===== src/rtl/game_pkg.sv =====
// Shared types and constants for the game sequencer.
package game_pkg;

  typedef enum logic [2:0] {
    IDLE      = 3'd0,
    READY     = 3'd1,
    PLAY      = 3'd2,
    PAUSE     = 3'd3,
    DEATH     = 3'd4,
    CLEAR     = 3'd5,
    GAME_OVER = 3'd6
  } game_state_t;

  localparam int DEF_READY_FRAMES  = 90;
  localparam int DEF_DEATH_FRAMES  = 60;
  localparam int DEF_CLEAR_FRAMES  = 60;
  localparam int DEF_INITIAL_LIVES = 3;
  localparam int DEF_MAX_LEVEL     = 15;

  localparam int LIVES_W = 2;
  localparam int LEVEL_W = 4;

  // Largest of the three timed-state durations; sizes the frame counter.
  function automatic int max3(input int a, input int b, input int c);
    int m;
    m = (a > b) ? a : b;
    return (m > c) ? m : c;
  endfunction

endpackage


===== src/rtl/frame_timer.sv =====
// Frame counter for the timed game states. Counts startOfFrame pulses and
// flags the terminal pulse, i.e. the one on which count == target-1.
module frame_timer #(
  parameter int CNT_W = 8
) (
  input  logic             clk,
  input  logic             reset,
  input  logic             clear,
  input  logic             startOfFrame,
  input  logic [CNT_W-1:0] target,
  output logic             done
);

  logic [CNT_W-1:0] cnt;

  assign done = startOfFrame && (cnt == target - CNT_W'(1));

  // Count frames; restart on clear and after the terminal frame so the next timed state starts at zero.
  always_ff @(posedge clk) begin
    if (reset || clear || done) begin
      cnt <= '0;
    end else if (startOfFrame) begin
      cnt <= cnt + CNT_W'(1);
    end
  end

endmodule


===== src/rtl/game_flow_ctrl.sv =====
// Top-level game sequencer: title / ready / play / pause / death / level
// clear / game over, with lives and level bookkeeping and the mover controls.
module game_flow_ctrl
  import game_pkg::*;
#(
  parameter int READY_FRAMES  = DEF_READY_FRAMES,
  parameter int DEATH_FRAMES  = DEF_DEATH_FRAMES,
  parameter int CLEAR_FRAMES  = DEF_CLEAR_FRAMES,
  parameter int INITIAL_LIVES = DEF_INITIAL_LIVES,
  parameter int MAX_LEVEL     = DEF_MAX_LEVEL
) (
  input  logic               clk,
  input  logic               reset,
  input  logic               startOfFrame,
  input  logic               start_key,
  input  logic               pause_key,
  input  logic               pacman_hit,
  input  logic               dots_cleared,
  output logic               playGame,
  output logic               movers_resetN,
  output logic               maze_reload,
  output logic               score_clear,
  output logic [LIVES_W-1:0] lives,
  output logic [LEVEL_W-1:0] level,
  output game_state_t        game_state
);

  localparam int CNT_W = $clog2(max3(READY_FRAMES, DEATH_FRAMES, CLEAR_FRAMES)) + 1;

  logic             start_prev;
  logic             pause_prev;
  logic             start_edge;
  logic             pause_edge;
  logic             timer_clear;
  logic             timer_done;
  logic [CNT_W-1:0] timer_target;

  assign start_edge = start_key && !start_prev;
  assign pause_edge = pause_key && !pause_prev;

  // Timed states are only ever entered from untimed states or through a
  // terminal frame, so holding the counter clear outside them guarantees
  // it starts from zero on every timed-state entry.
  assign timer_clear = !((game_state == READY) || (game_state == DEATH) ||
                         (game_state == CLEAR));

  // Select the duration of the current timed state.
  always_comb begin
    timer_target = '0;
    case (game_state)
      READY:   timer_target = CNT_W'(READY_FRAMES);
      DEATH:   timer_target = CNT_W'(DEATH_FRAMES);
      CLEAR:   timer_target = CNT_W'(CLEAR_FRAMES);
      default: timer_target = '0;
    endcase
  end

  frame_timer #(
    .CNT_W(CNT_W)
  ) u_frame_timer (
    .clk          (clk),
    .reset        (reset),
    .clear        (timer_clear),
    .startOfFrame (startOfFrame),
    .target       (timer_target),
    .done         (timer_done)
  );

  // Key edge detectors; previous values reset high so a key held through reset does not fire.
  always_ff @(posedge clk) begin
    if (reset) begin
      start_prev <= 1'b1;
      pause_prev <= 1'b1;
    end else begin
      start_prev <= start_key;
      pause_prev <= pause_key;
    end
  end

  // Game state machine with registered mover controls, strobes and counters.
  always_ff @(posedge clk) begin
    if (reset) begin
      game_state    <= IDLE;
      playGame      <= 1'b0;
      movers_resetN <= 1'b0;
      maze_reload   <= 1'b0;
      score_clear   <= 1'b0;
      lives         <= '0;
      level         <= '0;
    end else begin
      maze_reload <= 1'b0;
      score_clear <= 1'b0;
      case (game_state)
        IDLE: begin
          if (start_edge) begin
            game_state    <= READY;
            playGame      <= 1'b0;
            movers_resetN <= 1'b0;
            lives         <= LIVES_W'(INITIAL_LIVES);
            level         <= LEVEL_W'(1);
            maze_reload   <= 1'b1;
            score_clear   <= 1'b1;
          end
        end
        READY: begin
          if (timer_done) begin
            game_state    <= PLAY;
            playGame      <= 1'b1;
            movers_resetN <= 1'b1;
          end
        end
        PLAY: begin
          // A pause edge that loses to a hit or a clear is simply dropped.
          if (pacman_hit) begin
            game_state <= DEATH;
            playGame   <= 1'b0;
            lives      <= (lives == '0) ? '0 : lives - LIVES_W'(1);
          end else if (dots_cleared) begin
            game_state <= CLEAR;
            playGame   <= 1'b0;
          end else if (pause_edge) begin
            game_state <= PAUSE;
            playGame   <= 1'b0;
          end
        end
        PAUSE: begin
          // Movers stay out of reset so their positions freeze rather than restart.
          if (pause_edge) begin
            game_state <= PLAY;
            playGame   <= 1'b1;
          end
        end
        DEATH: begin
          if (timer_done) begin
            game_state    <= (lives == '0) ? GAME_OVER : READY;
            movers_resetN <= 1'b0;
          end
        end
        CLEAR: begin
          if (timer_done) begin
            game_state    <= READY;
            movers_resetN <= 1'b0;
            maze_reload   <= 1'b1;
            level         <= (level >= LEVEL_W'(MAX_LEVEL)) ? LEVEL_W'(MAX_LEVEL)
                                                            : level + LEVEL_W'(1);
          end
        end
        GAME_OVER: begin
          // Lives and level stay visible for the HUD until the next game.
          if (start_edge) begin
            game_state <= IDLE;
          end
        end
        default: begin
          game_state    <= IDLE;
          playGame      <= 1'b0;
          movers_resetN <= 1'b0;
        end
      endcase
    end
  end

endmodule


===== config.mk =====
export PLATFORM = sky130hd
export DESIGN_NAME = game_flow_ctrl
export DESIGN_NICKNAME = d
export VERILOG_FILES = /design/src/rtl/game_pkg.sv /design/src/rtl/frame_timer.sv /design/src/rtl/game_flow_ctrl.sv
export SDC_FILE = /design/constraint.sdc
export NUM_CORES = 1
export LEC_CHECK = 0
export ABC_AREA = 1
export BUFFER_PORTS_ARGS = -buffer_cell sky130_fd_sc_hd__buf_2
export CORE_ASPECT_RATIO = 0.8
export CORE_MARGIN = 2
export CORE_UTILIZATION = 55
export CTS_CLUSTER_DIAMETER = 120
export DETAILED_ROUTE_END_ITERATION = 6
export HOLD_SLACK_MARGIN = 0.06
export PLACE_DENSITY = 0.76
export SLEW_MARGIN = 20
export SYNTH_ARGS = -nofsm -noshare
export SYNTH_HDL_FRONTEND = slang
export SYNTH_SLANG_ARGS = --single-unit

===== constraint.sdc =====
create_clock -name clk -period 1.65 [get_ports clk]
set_input_delay 0.33 -clock clk [delete_from_list [all_inputs] [get_ports clk]]
set_output_delay 0.33 -clock clk [all_outputs]
set_load 0.02 [all_outputs]

==> flow_metrics.tcl <==
set metrics [dict create \
    grt_busiest_layer "met1" \
    drt_iter0_markers 47 \
    nNetsFinal 218 \
    worstHoldPathType "in2reg" \
    maxSlewViolCount 0 \
    die_width_um 57.0 \
    drv_cap 0 \
    rsz0062_at_grt "false" \
    route.antenna.remaining_nets 0 \
    place_area_mm2 0.00138 \
    post-route-period-util 0.879 \
    die_area_mm2 0.00265 \
    core_area_mm2 0.00214 \
    p_total_w 0.00195 \
    synth_top_area_cell "dfxtp_1" \
    fillers 200 \
    fin_cells 233 \
    drt-pass1-iter-count 4 \
    tns_ps 0 \
    fin_area_mm2 0.00141 \
    grt_max_degree 13 \
    grt_usage 0.212 \
    slew_headroom 0.780 \
    yosys_warnings 0 \
    synth_edf_count 0 \
    vias_per_cell 5.09 \
    use_met3 0.0674 \
    use_met1 0.314 \
    placementRows 15 \
    htreeDepth 1 \
    p_per_area_mw_per_mm2 1380 \
    whs_ps 199 \
    crit_path_max_fanout 7 \
    setup_violations 0 \
    synth_cells 183 \
    synth_top_area_frac 0.372 \
    syn-cell-area_mm2 0.00124 \
    post_drt_wl_per_cell_um 10.7 \
    crit_type "reg2reg" \
    finalHoldViolCount 0 \
    antenna_found_initial 0 \
    synth.area.top_cells "dfxtp_1 37%, nor2_1 12%, nand2_1 10%" \
    syn_avg_cell_area_um2 6.76 \
    cts_hold_buf 0 \
    p_leak_nw 0.690 \
    grt_overflow 0 \
    routabilityCongestion 0.883 \
    crit_path_start_kind "flip-flop" \
    synthesis.nets 192 \
    cts_root_buffer "clkbuf_4" \
    fmax_mhz 690 \
    dpl.hpwl_um 1950 \
    insertion_delay_ps 310 \
    fin_skew_ps 0.993 \
    start_util 0.578 \
    ctsLongestPathBuffers 2 \
    n_antenna_cell 0 \
    wl_um 2500 \
    post_cts_buffers 0 \
    post-route-drc-count 0 \
    status "finished clean" \
    end_kind "flip-flop" \
    fin_crit_ps 1450 \
    worst-endpoint-arrival_ps 1670 \
    synth_cell_type_count 26 \
    grt_pass1_wl_um 4300 \
    placed_cells 229 \
    vias 1186 \
    tightest_slew_ps 329 \
    area_growth_syn_to_layout_pct 14.0 \
    grt_pass1_vias 959 \
    grtUsageMet2 0.299 \
    ys_ff_latch 23 \
    chipHeight_um 46.4 \
    drive_gt1_frac 0.197 \
    ir_drop_v 0.000932 \
    seq_area_frac_synth 0.372 \
    io_buffers 19 \
    cts_tree "done" \
    cts_buffers 3 \
    clk_pin_slew_worst_paths_ps 120 \
    ys.flop_type "dfxtp_1" \
    critPathRequiredTime_ps 1870 \
    num_io_pins 20 \
    cts_sinks 23 \
    synth-async-reset-ratio 0 \
]
[cell usage after synthesis (2+ instances only)]
| cell | instances |
|---|---|
| nor2_1 | 41 |
| inv_1 | 20 |
| o21ai_0 | 6 |
| nand2_1 | 34 |
| nand2_2 | 4 |
| o21ai_1 | 2 |
| dfxtp_1 | 23 |
| ha_1 | 2 |
| nand3_2 | 2 |
| nand4_1 | 4 |
| inv_2 | 2 |
| a21oi_1 | 8 |
| xor2_1 | 4 |
| nand3_1 | 16 |
| o211ai_1 | 2 |
| nor3_1 | 3 |
[sequential cells by signal (all words and copies together) (netlist names)]
register / flops
pause_prev: 1
maze_reload: 1
level: 4
game_state: 3
score_clear: 1
playGame: 1
lives: 2
u_frame_timer.cnt: 8
movers_resetN: 1
start_prev: 1
[logic make-up (layout without fill, tap and decap cells)]
logic type                 count (synthesis)  in the layout  share of synthesized area
AOI/OAI and AO/OA                         18             18                     0.0769
and+or+nand+nor                          110            110                      0.411
buffers and inverters                     24             49                     0.0759
adders and majority gates                  2              2                     0.0202
xor gates and xnor gates                   5              5                     0.0354
DFF                                       23             23                      0.372
muxes                                      1              1                    0.00810
[stage by stage]
stage | setup WS (ps) | utilization
floorplan | 166 | -
finish | 200 | 0.658
global placement | 162 | 0.645
detailed placement | 116 | 0.645
global route | 28.2 | 0.658
CTS | 120 | 0.657
[layer usage]
layer,wire length [µm],part of all wire,vias up
met4,23,0.0092,0
met2,1000,0.40,43
met3,214,0.086,4
li1,-,-,635
met5,0,0,-
met1,1260,0.50,504
[layout by cell type (no fill, tap or decap), drive strengths merged]
cell | netlist | routed
clkbuf | 0 | 4
nand3b | 1 | 1
nand3 | 19 | 19
dfxtp | 23 | 23
nor2 | 42 | 42
nand2 | 39 | 39
nand4 | 4 | 4
or2 | 1 | 1
mux2i | 1 | 1
ha | 2 | 2
nor3b | 1 | 1
xnor2 | 1 | 1
o211ai | 2 | 2
inv | 23 | 23
o21ai | 8 | 8
buf | 1 | 22
xor2 | 4 | 4
nor3 | 3 | 3
a21oi | 8 | 8
[cell type report]
class | count | area, µm² | area share
clock buffer | 4 | 26.3 | 0.0187
inverter | 23 | 88.8 | 0.0631
multi-input combinational | 136 | 682 | 0.484
sequential | 23 | 463 | 0.329
tap | 25 | 31.3 | 0.0222
timing repair buffer | 22 | 118 | 0.0835
[critical path, stage by stage (launching register included)]
cell and delay (ps):
dfxtp_2 430, inv_2 90, nand3_1 140, nand2_1 60, nand2_1 80, nand3_2 140
nand2_2 120, nand3_2 110, o21ai_1 140, inv_1 50
[repair_timing]
item | 4_1_cts | 5_1_grt
hold endpoints to repair | 0 | 0
resized for setup | 0 | 2
endpoints found under the setup margin | 0 | 7
[final timing paths]
check	endpoint	cells past startpoint	startpoint	slack, ps
worst max-delay path	game_state[2]	9	game_state[2]	200
worst min-delay path	start_prev	3	start_key	200
worst max register to register	game_state[2]	9	game_state[2]	200
worst min register to register	playGame	2	playGame	470
[power by group]
part           switching, W  internal, W
clock              0.000161    0.0000945
sequential        0.0000836     0.000652
combinational      0.000631     0.000324
total              0.000875      0.00107
No activity file was read; power rests on OpenSTA's default activity.
